[config.mk]
export PLATFORM = sky130hd
export DESIGN_NAME = gpio_bank
export DESIGN_NICKNAME = d
export VERILOG_FILES = /design/src/rtl/gpio_bank.sv
export SDC_FILE = /design/constraint.sdc
export NUM_CORES = 1
export LEC_CHECK = 0
export ABC_CLOCK_PERIOD_IN_PS = 4450
export BUFFER_PORTS_ARGS = -buffer_cell sky130_fd_sc_hd__clkbuf_2
export CAP_MARGIN = 10
export CORE_MARGIN = 5
export CORE_UTILIZATION = 52
export CTS_CLUSTER_DIAMETER = 50
export CTS_CLUSTER_SIZE = 20
export DETAILED_ROUTE_END_ITERATION = 8
export PLACE_DENSITY_LB_ADDON = 0.2
export SYNTH_ARGS = -nofsm -noshare
export SYNTH_HDL_FRONTEND = slang
export SYNTH_SLANG_ARGS = --single-unit
[constraint.sdc]
create_clock -name clk -period 4.45 [get_ports clk]
set_input_delay 0.89 -clock clk [delete_from_list [all_inputs] [get_ports clk]]
set_output_delay 0.89 -clock clk [all_outputs]
set_load 0.005 [all_outputs]
[src/rtl/gpio_bank.sv]
// GPIO bank: register-mapped pad outputs/enables, synchronised pad inputs and
// optional edge interrupts (enabled by defining GPIO_BANK_IRQ_EN).
module gpio_bank #(
   parameter int WIDTH       = 16,
   parameter int SYNC_STAGES = 2
) (
   input  logic             clk,
   input  logic             reset,
   input  logic             reg_valid,
   input  logic             reg_we,
   input  logic [2:0]       reg_addr,
   input  logic [31:0]      reg_wdata,
   output logic             reg_ready,
   output logic [31:0]      reg_rdata,
   input  logic [WIDTH-1:0] gpio_in,
   output logic [WIDTH-1:0] gpio_out,
   output logic [WIDTH-1:0] gpio_oeb,
   output logic             irq
);

   localparam logic [2:0] ADDR_DATA_OUT = 3'd0;
   localparam logic [2:0] ADDR_OEB      = 3'd1;
   localparam logic [2:0] ADDR_DATA_IN  = 3'd2;
   localparam logic [2:0] ADDR_IRQ_EN   = 3'd3;
   localparam logic [2:0] ADDR_IRQ_EDGE = 3'd4;
   localparam logic [2:0] ADDR_IRQ_PEND = 3'd5;
   localparam logic [2:0] ADDR_OUT_SET  = 3'd6;
   localparam logic [2:0] ADDR_OUT_CLR  = 3'd7;

   logic [WIDTH-1:0] data_out_q;
   logic [WIDTH-1:0] oeb_q;
   logic [WIDTH-1:0] sync_q [SYNC_STAGES];
   logic [WIDTH-1:0] data_in;
   logic [WIDTH-1:0] wdata_w;
   logic [31:0]      rd_mux;
   logic             access;
   logic             wr_en;
   logic             unused_wdata;

   // A request is only accepted while no completion is showing, which limits
   // the bus to one access every two cycles.
   assign access       = reg_valid & ~reg_ready;
   assign wr_en        = access & reg_we;
   assign wdata_w      = reg_wdata[WIDTH-1:0];
   assign unused_wdata = ^(reg_wdata >> WIDTH);
   assign data_in      = sync_q[SYNC_STAGES-1];
   assign gpio_out     = data_out_q;
   assign gpio_oeb     = oeb_q;

   function automatic logic [31:0] zext(input logic [WIDTH-1:0] v);
      logic [31:0] r;
      r          = '0;
      r[WIDTH-1:0] = v;
      return r;
   endfunction

   // NOTE: sequential state uses non-blocking assignments so every flop sees
   // the pre-edge value of its neighbours; blocking here would collapse the
   // synchroniser chain into a single stage.
   always_ff @(posedge clk or posedge reset) begin
      if (reset) begin
         for (int i = 0; i < SYNC_STAGES; i++) sync_q[i] <= '0;
      end else begin
         sync_q[0] <= gpio_in;
         for (int i = 1; i < SYNC_STAGES; i++) sync_q[i] <= sync_q[i-1];
      end
   end

   // NOTE: every flop here, including the pad enables, has an explicit reset
   // value so the pins come up as inputs before any software runs.
   always_ff @(posedge clk or posedge reset) begin
      if (reset) begin
         data_out_q <= '0;
         oeb_q      <= '1;
      end else if (wr_en) begin
         case (reg_addr)
            ADDR_DATA_OUT: data_out_q <= wdata_w;
            ADDR_OEB:      oeb_q      <= wdata_w;
            ADDR_OUT_SET:  data_out_q <= data_out_q | wdata_w;
            ADDR_OUT_CLR:  data_out_q <= data_out_q & ~wdata_w;
            default:       ;
         endcase
      end
   end

`ifdef GPIO_BANK_IRQ_EN
   logic [WIDTH-1:0] irq_en_q;
   logic [WIDTH-1:0] irq_edge_q;
   logic [WIDTH-1:0] irq_pend_q;
   logic [WIDTH-1:0] edge_prev_q;
   logic [WIDTH-1:0] rise;
   logic [WIDTH-1:0] fall;
   logic [WIDTH-1:0] edge_event;
   logic [WIDTH-1:0] pend_clr;

   // Events come only from pin data, so rewriting IRQ_EDGE never fires one.
   assign rise       = data_in & ~edge_prev_q;
   assign fall       = ~data_in & edge_prev_q;
   assign edge_event = (rise & irq_edge_q) | (fall & ~irq_edge_q);
   assign pend_clr   = (wr_en && reg_addr == ADDR_IRQ_PEND) ? wdata_w : '0;
   assign irq        = |(irq_pend_q & irq_en_q);

   always_ff @(posedge clk or posedge reset) begin
      if (reset) begin
         irq_en_q    <= '0;
         irq_edge_q  <= '0;
         irq_pend_q  <= '0;
         edge_prev_q <= '0;
      end else begin
         edge_prev_q <= data_in;
         if (wr_en && reg_addr == ADDR_IRQ_EN)   irq_en_q   <= wdata_w;
         if (wr_en && reg_addr == ADDR_IRQ_EDGE) irq_edge_q <= wdata_w;
         // The OR is applied after the clear so a coincident edge wins.
         irq_pend_q <= (irq_pend_q & ~pend_clr) | edge_event;
      end
   end
`else
   assign irq = 1'b0;
`endif

   // NOTE: rd_mux gets a default before the case so no path leaves it
   // unassigned and no latch is inferred.
   always_comb begin
      rd_mux = '0;
      case (reg_addr)
         ADDR_DATA_OUT: rd_mux = zext(data_out_q);
         ADDR_OEB:      rd_mux = zext(oeb_q);
         ADDR_DATA_IN:  rd_mux = zext(data_in);
`ifdef GPIO_BANK_IRQ_EN
         ADDR_IRQ_EN:   rd_mux = zext(irq_en_q);
         ADDR_IRQ_EDGE: rd_mux = zext(irq_edge_q);
         ADDR_IRQ_PEND: rd_mux = zext(irq_pend_q);
`endif
         default:       rd_mux = '0;
      endcase
   end

   always_ff @(posedge clk or posedge reset) begin
      if (reset) begin
         reg_ready <= 1'b0;
         reg_rdata <= '0;
      end else begin
         reg_ready <= access;
         reg_rdata <= (access && !reg_we) ? rd_mux : '0;
      end
   end

endmodule

==> results by group, run 1 <==
Run status
  – Outcome: finished clean

Worst setup path
  – Reg-to-Reg Start: reg_ready
  – Max FO, Critical Path: 21
  – Reg2reg end: gpio_oeb[0]
  – Crit path capture type: flop
  – Reg2reg setup slack: around 2.4 ns
  – Critical Path Source Type: input port
  – Setup CP Type: in -> reg
  – CP required: roughly 4.7 ns
  – R2R depth: 3
  – CP arrival: ~2.9 ns

Floorplanning
  – Die X: roughly 89 um
  – Die ar.: around 8000 sq um
  – IO Count: between 100 and 150
  – Core Region: between 5000 and 6000 sq um
  – Row count: 28
  – Starting Density: 54.1%
  – Chip height: approximately 89 um

Logic synthesis
  – Synth Area in XOR/XNOR: 0.270%
  – Synth cell types: 26
  – Mean area per synthesized cell: around 14 sq um
  – Post-synth top area cell: dfrtp_1
  – Largest family of logic cells by synthesized area: multiplexers
  – Post-synth top area share: around half
  – Post-Synth Simple-Gate Area: 10.2%
  – Seq cells post-synth: 81
  – Seq/Total Area, Yosys: between 60 and 70%
  – Adder-cell share of the synthesized area: 0%
  – Mux share of post-synthesis cell area: 11.7%
  – Syn. warnings: 0
  – Compound-Gate Fraction of Synth Area: 7.91%
  – Synthesized instance count: between 200 and 250
  – Mapped Area: about 3200 sq um
  – Top post-synthesis cells by area: dfrtp_1 (50%), dfstp_2 (13%), a221o_1 (4.9%)

Worst hold path
  – Hold Path Stages: 0
  – Worst Hold Launch: sync_q[19]
  – Hold Path End: data_in[3]
  – Worst Hold Class: reg -> reg

Placement
  – DP HPWL: 4610 um
  – Cell Area, Placed: 3640 sq um
  – Port bufs: slightly below 90
  – GPL Wtd Cong: between 0.7 and 0.8

Layout
  – Fill count: roughly 460
  – Layout cell share with drive strength beyond 1: 48.0%
  – Final nets: 377
  – Final instance area: approximately 4000 sq um
  – Most frequent cells in the layout: clkbuf_2 (87), dfrtp_1 (65), nand2_1 (18), conb_1 (17)
  – Final core utilization: between 60% and 70%
  – Layout Area Growth over Synthesis: 20.0%
  – ANT cells: 0
  – Commonest non-fill, non-tap cell in the layout: clkbuf_2

GRT
  – Initial antenna violation count: 0
  – Largest net degree at the start of global routing: 45
  – Grt total ovfl: 0
  – GRT Util Overall: between 10% and 20%
  – Vias in the first global route: approximately 2200
  – First-pass GRT wire length: roughly 11000 um

Routing
  – Vias per Instance: between 5 and 6
  – 1st-pass router iterations: 4
  – Starting DRC count in detailed routing: 61
  – Total Routed Length: slightly below 7000 um
  – Residual DRC: 0
  – Vias: about 2100
  – Routed Antenna Nets: 0
  – WL/cell: around 17 um

STA
  – Rel. slew slack: around 25%
  – Final hold viol count: 0
  – RSZ-0062 raised after global routing: no
  – Clock period minus worst slack: between 2 and 3 ns
  – Slew @ Worst Pin: 1.11 ns
  – Total negative setup slack: 0 ns
  – Final period utilization: about three fifths
  – Highest Clock Rate: approximately 390 MHz
  – Slew Viols, Final: 0
  – Worst Skew: 0.00509 ns
  – Setup-failing EPs final: 0

Clock tree
  – Clock buffer count from CTS: 9
  – CTS Buffer Depth: 2
  – Latest clock arrival within the worst-skew pair: between 0.3 and 0.4 ns
  – Post-CTS Setup Inserts: 0
  – CTS tree: built
  – Max H-tree Level: 3
  – Post-CTS resize count: 0
  – # hold bufs at CTS: 0
  – CTS sink cnt: 81
  – Root buf cell: clkbuf_8
  – Worst-path clk slew: around 0.080 ns

Power and ir drop
  – Leak: roughly 1.9 nW
  – Max VDD drop: about 0.26 mV
  – PD cells: around 500 nW/um^2

Job
  – Number of max-cap violations: 0
==> state kept, by name (all words and copies together), names as in the netlist <==
signal and cells:
reg_rdata 16, gpio_oeb 16, gpio_out 16, data_in 16
sync_q 16, reg_ready 1
==> how the worst max path moves through the flow <==
stage	slack, ns	from	endpoint
6_report	1.87	reg_addr[0]	gpio_oeb[0]
5_1_grt	1.79	reg_addr[0]	gpio_oeb[4]
4_1_cts	1.85	reg_addr[0]	gpio_oeb[4]
3_5_place_dp	1.47	reg_addr[0]	gpio_oeb[8]
3_3_place_gp	1.52	reg_addr[0]	gpio_oeb[2]
2_1_floorplan	1.51	reset	data_in[0]
==> area by class of cell <==
class / count / area, sq um / area share (%)
Clock buffer: 10 / 138 / 3.54
Tap cell: 75 / 93.8 / 2.41
Sequential cell: 81 / 2050 / 52.6
Clock inverter: 6 / 115 / 2.96
Multi-Input combinational cell: 140 / 1040 / 26.8
Timing Repair Buffer: 89 / 450 / 11.6
Inverter: 1 / 5.00 / 0.129
==> report_power, final <==
| part | internal (mW) | switching (mW) | total, mW |
|---|---|---|---|
| registers | 0.867 | 0.0898 | 0.957 |
| logic | 0.206 | 0.136 | 0.342 |
| clock network | 0.390 | 0.262 | 0.651 |
| total | 1.46 | 0.487 | 1.95 |
==> worst max-delay path, stage by stage <==
cell	delay (ns)
clkbuf_2	0.53
or4b_1	0.96
mux2_4	0.46
==> cell families after synthesis <==
kind of cell,count (synthesis)
simple gates,56
flops,81
mux,32
buf+inv,30
other cells,1
xor+xnor,1
compound gates,34
==> through the flow <==
step,total power [mW],setup slack [ns],hold slack [ns],instances
2_1_floorplan,1.16,1.51,0.331,251
3_3_place_gp,1.30,1.52,0.332,386
3_5_place_dp,1.32,1.47,0.336,386
4_1_cts,1.97,1.85,0.352,402
5_1_grt,2.04,1.79,0.361,402
6_report,1.95,1.87,0.352,402
==> synth_stat cells (all sizes together) <==
| master | n |
|---|---|
| a211oi | 1 |
| a21o | 1 |
| a21oi | 16 |
| a221o | 16 |
| and2b | 1 |
| buf | 24 |
| clkbuf | 5 |
| conb | 1 |
| dfrtp | 65 |
| dfstp | 16 |
| inv | 1 |
| mux2 | 16 |
| mux2i | 16 |
| nand2 | 18 |
| nand3b | 1 |
| nor2b | 1 |
| nor3 | 1 |
| nor3b | 16 |
| or2 | 16 |
| or3 | 1 |
| or4b | 1 |
| xor2 | 1 |
==> metal layers <==
| metal | global-route usage (%) | share of wire, % |
|---|---|---|
| met1 | 22.8 | 41 |
| met2 | 30.8 | 51 |
| met3 | 3.32 | 6.1 |
| met4 | 8.53 | 1.6 |
| met5 | 0 | 0 |
Power figures use the tool's default switching activity.
==> run 2: changes to the inputs <==
- ABC_CLOCK_PERIOD_IN_PS: 4450 -> 2600
- CORE_UTILIZATION: 52 -> 49
- clock period: 4.45 -> 2.6 ns (I/O delays scaled with it)
==> results by group, run 2 (synthesis gave the netlist of run 1 again) <==
Run status
  – Outcome: finished clean (unchanged)

Worst setup path
  – Reg-to-Reg Start: reg_ready (unchanged)
  – Critical Path Source Type: flop (was input port)
  – CP arrival: 2.20 ns (was 2.85 ns)
  – Crit path capture type: flop (unchanged)
  – Reg2reg end: gpio_out[11] (was gpio_oeb[0])
  – Slowest-stage cell, CP: nor3_2 (was or4b_1)
  – CP required: 2.88 ns (was 4.72 ns)
  – Family with the most delay on the worst path: simple AND/OR/NAND/NOR gates (unchanged)
  – Setup CP Type: reg -> reg (was in -> reg)
  – Reg2reg setup slack: 0.68 ns (was 2.38 ns)
  – Number of buffers and inverters on the critical path: 0 (was 1)
  – Crit path largest cell delay: 0.94 ns (was 0.96 ns)
  – CP Cell Sequence: nand3b_1 > nor3_2 > a221o_1 (was clkbuf_2 > or4b_1 > mux2_4)
  – Max FO, Critical Path: 16 (was 21)
  – R2R depth: 3 (unchanged)

Clock tree
  – CTS Buffer Depth: 2 (unchanged)
  – Worst-path clk slew: 0.08 ns (about the same)
  – Clock buffer count from CTS: 9 (unchanged)
  – Post-CTS resize count: 0 (unchanged)
  – Max H-tree Level: 3 (unchanged)
  – CTS tree: built (unchanged)
  – # hold bufs at CTS: 0 (unchanged)
  – Post-CTS Setup Inserts: 0 (unchanged)
  – Root buf cell: clkbuf_8 (unchanged)
  – Latest clock arrival within the worst-skew pair: 0.34 ns (was 0.33 ns)
  – CTS sink cnt: 81 (unchanged)

STA
  – Setup-failing EPs final: 0 (unchanged)
  – Slew Viols, Final: 0 (unchanged)
  – Slew @ Worst Pin: 1.16 ns (was 1.11 ns)
  – RSZ-0062 raised after global routing: no (unchanged)
  – Total negative setup slack: 0 ns (unchanged)
  – Worst Skew: 0.0105 ns (was 0.00509 ns)
  – Final hold viol count: 0 (unchanged)
  – Slack of the critical path: 0.678 ns (was 1.87 ns)
  – Clock period minus worst slack: between 1.5 and 2 ns
  – Hold_ws: 0.223 ns (was 0.352 ns)
  – Final period utilization: around three quarters
  – Rel. slew slack: 22.2% (was 25.4%)
  – Highest Clock Rate: 520 MHz

Layout
  – Most frequent cells in the layout: clkbuf_2 (87), dfrtp_1 (65), nand2_1 (18), conb_1 (17) (unchanged)
  – Layout cell share with drive strength beyond 1: 48.5% (was 48.0%)
  – ANT cells: 0 (unchanged)
  – Commonest non-fill, non-tap cell in the layout: clkbuf_2 (unchanged)
  – Final nets: 382 (was 377)
  – Final core utilization: 61.2% (was 65.0%)
  – Final instance area: 3910 sq um (was 3890 sq um)
  – Finished Layout Cells: 409 (was 402)
  – Layout Area Growth over Synthesis: 20.6% (was 20.0%)

Placement
  – DP HPWL: 4580 um (was 4610 um)
  – Post-place setup slack: 0.504 ns (was 1.47 ns)
  – Port bufs: 87 (unchanged)
  – Cell Area, Placed: 3690 sq um (was 3640 sq um)
  – GPL Wtd Cong: 0.744 (was 0.748)
  – Placed insts: 393 (was 386)

Floorplanning
  – Chip height: 91.4 um (was 89.0 um)
  – Core Region: 6390 sq um (was 5990 sq um)
  – Die ar.: 8350 sq um (was 7920 sq um)
  – Die X: 91.4 um (was 89.0 um)
  – Starting Density: 50.8% (was 54.1%)
  – Row count: 29 (was 28)
  – IO Count: 121 (unchanged)

Routing
  – Starting DRC count in detailed routing: 93 (was 61)
  – Routed Antenna Nets: 0 (unchanged)
  – Vias per Instance: 5.10 (was 5.31)
  – Vias: 2084 (was 2135)
  – 1st-pass router iterations: 4 (unchanged)
  – WL/cell: 16.5 um (was 16.8 um)
  – Total Routed Length: 6760 um (was 6740 um)
  – Residual DRC: 0 (unchanged)

GRT
  – Vias in the first global route: 2138 (was 2155)
  – Largest net degree at the start of global routing: 46 (was 45)
  – First-pass GRT wire length: 10800 um (was 10600 um)
  – GRT Util Overall: 16.7% (was 18.2%)
  – Initial antenna violation count: 0 (unchanged)
  – Grt total ovfl: 0 (unchanged)

Job
  – Number of max-cap violations: 0 (unchanged)

Power and ir drop
  – PD cells: 824 nW/um^2 (was 501 nW/um^2)
  – Tot Pwr: 3.22 mW (was 1.95 mW)
  – Max VDD drop: 0.429 mV (was 0.256 mV)
  – Leak: 1.91 nW (was 1.90 nW)

Worst hold path
  – Worst Hold Class: in -> async (was reg -> reg)
==> run 2: cell types whose count changed in the layout (fill, tap and decap cells not counted) <==
cell,delta
buf_4,+4
bufinv_16,-1
clkinv_2,+1
buf_12,+1
clkbuf_1,+1
clkbuf_8,-1
clkinv_4,-1
inv_6,+1
==> run 2: cell type report <==
| type | count | area [sq um] |
|---|---|---|
| clock buffers | 10 | 128 |
| clock inverters | 6 | 90.1 |
| well taps | 77 | 96.3 |
| multi-input cells | 140 | 1040 |
| fillers | 524 | 2480 |
| repair buffers | 94 | 500 |
| inverters | 1 | 5.00 |
| flip-flops and latches | 81 | 2050 |
==> run 2: metal layers <==
layer / wire length (um) / global-route usage (%)
met4: 91 / 8.07
met2: 3490 / 27.9
met1: 2810 / 20.7
met5: 0 / 0
met3: 369 / 3.55
==> run 2: worst max path at each step <==
stage                            from             to  slack (ns)  cells after the start
final                       reg_ready   gpio_out[11]        0.68                      3
after global routing        reg_ready   gpio_out[15]        0.52                      3
after CTS                   reg_ready   gpio_out[11]        0.67                      3
after detailed placement  reg_addr[0]  reg_rdata[14]        0.50                      5
after global placement    reg_addr[0]    gpio_oeb[1]        0.53                      4
after floorplan                 reset     data_in[0]        0.03                      1
==> run 2: where the power goes <==
group	internal [mW]	total, mW	switching, mW
clock network	0.544	0.990	0.446
registers	1.48	1.64	0.154
logic	0.359	0.593	0.235
==> run 3: changes to the inputs <==
- ABC_CLOCK_PERIOD_IN_PS: 2600 -> 1600
- CORE_UTILIZATION: 49 -> 44
- clock period: 2.6 -> 1.6 ns (I/O delays scaled with it)
==> results by group, run 3 (synthesis gave the netlist of run 1 again) <==
Run status
  – Outcome: complete, but fails checks (was finished clean)
  – Failing checks: setup timing

Worst hold path
  – Worst Hold Class: in -> async (unchanged)

Power and ir drop
  – Clock Power Share: 28.0% (was 30.7%)
  – Max VDD drop: 0.685 mV (was 0.429 mV)
  – Net Sw Power: 1.33 mW (was 835 uW)
  – PD cells: 1260 nW/um^2 (was 824 nW/um^2)
  – Tot Pwr: 5.05 mW (was 3.22 mW)
  – Sequential Power Share: 52.5% (was 50.9%)
  – Cell-internal power: 3.72 mW (was 2.39 mW)
  – Leak: 1.95 nW (was 1.91 nW)
  – Comb power frac: 19.5% (was 18.4%)
  – Switching share of power: 26.3% (was 25.9%)

Floorplanning
  – Core Region: 7210 sq um (was 6390 sq um)
  – Row count: 31 (was 29)
  – Starting Density: 45.0% (was 50.8%)
  – Chip height: 95.9 um (was 91.4 um)
  – Die ar.: 9190 sq um (was 8350 sq um)
  – IO Count: 121 (unchanged)
  – Die X: 95.9 um (was 91.4 um)

Routing
  – Residual DRC: 0 (unchanged)
  – Vias: 2156 (was 2084)
  – Routed Antenna Nets: 0 (unchanged)
  – WL/cell: 15.5 um (was 16.5 um)
  – Total Routed Length: 6850 um (was 6760 um)
  – 1st-pass router iterations: 4 (unchanged)
  – Starting DRC count in detailed routing: 78 (was 93)
  – Vias per Instance: 4.87 (was 5.10)

STA
  – Hold_ws: 0.0738 ns (was 0.223 ns)
  – Setup-failing EPs final: 13 (was 0)
  – Slew Viols, Final: 0 (unchanged)
  – Worst Skew: 0.00484 ns (was 0.0105 ns)
  – Clock period minus worst slack: 1.64 ns (was 1.92 ns)
  – Final period utilization: 102% (was 73.9%)
  – Highest Clock Rate: 611 MHz (was 520 MHz)
  – Final hold viol count: 0 (unchanged)
  – RSZ-0062 raised after global routing: yes (was no)
  – Slack of the critical path: -0.0379 ns (was 0.678 ns)

Clock tree
  – CTS tree: built (unchanged)
  – Root buf cell: clkbuf_8 (unchanged)
  – CTS sink cnt: 81 (unchanged)
  – Post-CTS Setup Inserts: 0 (unchanged)
  – Clock buffer count from CTS: 9 (unchanged)
  – Worst-path clk slew: 0.08 ns (about the same)
  – CTS Buffer Depth: 2 (unchanged)
  – Latest clock arrival within the worst-skew pair: 0.34 ns (about the same)
  – Max H-tree Level: 3 (unchanged)

Layout
  – Commonest non-fill, non-tap cell in the layout: clkbuf_2 (unchanged)
  – Finished Layout Cells: 443 (was 409)
  – Final instance area: 4020 sq um (was 3910 sq um)
  – Layout Area Growth over Synthesis: 23.8% (was 20.6%)
  – Most frequent cells in the layout: clkbuf_2 (87), dfrtp_1 (65), nand2_1 (18), conb_1 (17) (unchanged)
  – ANT cells: 0 (unchanged)
  – Layout cell share with drive strength beyond 1: 50.6% (was 48.5%)
  – Final nets: 394 (was 382)
  – Final core utilization: 55.7% (was 61.2%)
  – Register area: 2050 sq um (unchanged)
  – Fill count: 671 (was 524)
  – Footprint of the multi-input gates: 1050 sq um (was 1040 sq um)

Worst setup path
  – Reg2reg end: gpio_oeb[0] (was gpio_out[11])
  – Setup CP Type: reg -> reg (unchanged)
  – Critical Path Source Type: flop (unchanged)
  – Crit path capture type: flop (unchanged)
  – R2R depth: 4 (was 3)
  – CP arrival: 1.91 ns (was 2.20 ns)
  – Max FO, Critical Path: 7 (was 16)
  – CP required: 1.87 ns (was 2.88 ns)
  – Reg-to-Reg Start: reg_ready (unchanged)
  – Reg2reg setup slack: -0.04 ns (was 0.68 ns)
  – Crit path launch: reg_ready (unchanged)

Placement
  – Placed insts: 427 (was 393)
  – Cell Area, Placed: 3810 sq um (was 3690 sq um)
  – GPL Wtd Cong: 0.694 (was 0.744)
  – Port bufs: 87 (unchanged)
  – DP HPWL: 5010 um (was 4580 um)

GRT
  – Largest net degree at the start of global routing: 82 (was 46)
  – Vias in the first global route: 2184 (was 2138)
  – GRT Util Overall: 16.1% (was 16.7%)
  – First-pass GRT wire length: 10900 um (was 10800 um)
  – Grt total ovfl: 0 (unchanged)
  – Initial antenna violation count: 0 (unchanged)

Job
  – Number of max-cap violations: 0 (unchanged)
run 3: area by class of cell:
class                           count  area share, %
Clock buffer                       10           3.18
Clock inverter                      6           1.50
Inverter                            1          0.187
Multi-Input combinational cell    140           26.1
Sequential cell                    81           51.0
Tap cell                           99           3.09
Timing Repair Buffer              106           15.0
run 3: worst max-delay path by stage:
stage,end,slack (ns),cells past startpoint
6_report,gpio_oeb[0],-0.04,4
5_1_grt,gpio_oeb[0],-0.09,4
4_1_cts,gpio_oeb[5],-0.04,4
3_5_place_dp,gpio_oeb[1],-0.08,4
3_3_place_gp,gpio_oeb[15],-0.06,4
2_1_floorplan,gpio_oeb[0],-0.09,5
run 3: per-layer routing:
metal  share of wire [%]  GRT usage (%)
met5                   0              0
met4                 1.9           7.46
met3                 5.5           3.44
met2                  52           28.1
met1                  40           19.0
run 3: worst max-delay path, stage by stage, from the launching register on:
cell,delay (ns)
dfrtp_1,0.38
nand3b_1,0.19
or4b_4,0.54
buf_6,0.17
mux2_4,0.29
run 3: power groups by stage:
stage / clock network [mW] / registers [mW] / logic, mW
after floorplan: 0 / 2.67 / 0.565
after global placement: 0 / 2.67 / 0.990
after detailed placement: 0 / 2.69 / 1.01
after CTS: 1.46 / 2.66 / 1.01
after global routing: 1.55 / 2.71 / 1.09
final: 1.41 / 2.65 / 0.985
run 3: metrics by stage:
stage                     worst slack [ns]  TNS (ns)
after floorplan                    -0.0936    -0.936
after global placement             -0.0579    -0.564
after detailed placement           -0.0839    -0.997
after CTS                          -0.0422    -0.377
after global routing               -0.0860    -0.974
final                              -0.0379    -0.345
run 3: repair_timing:
item	CTS	global route
cloned	0	0
hold buffers	0	0
endpoints found under the setup margin	16	16
resized for setup	3	1
endpoints found under the hold margin	0	0
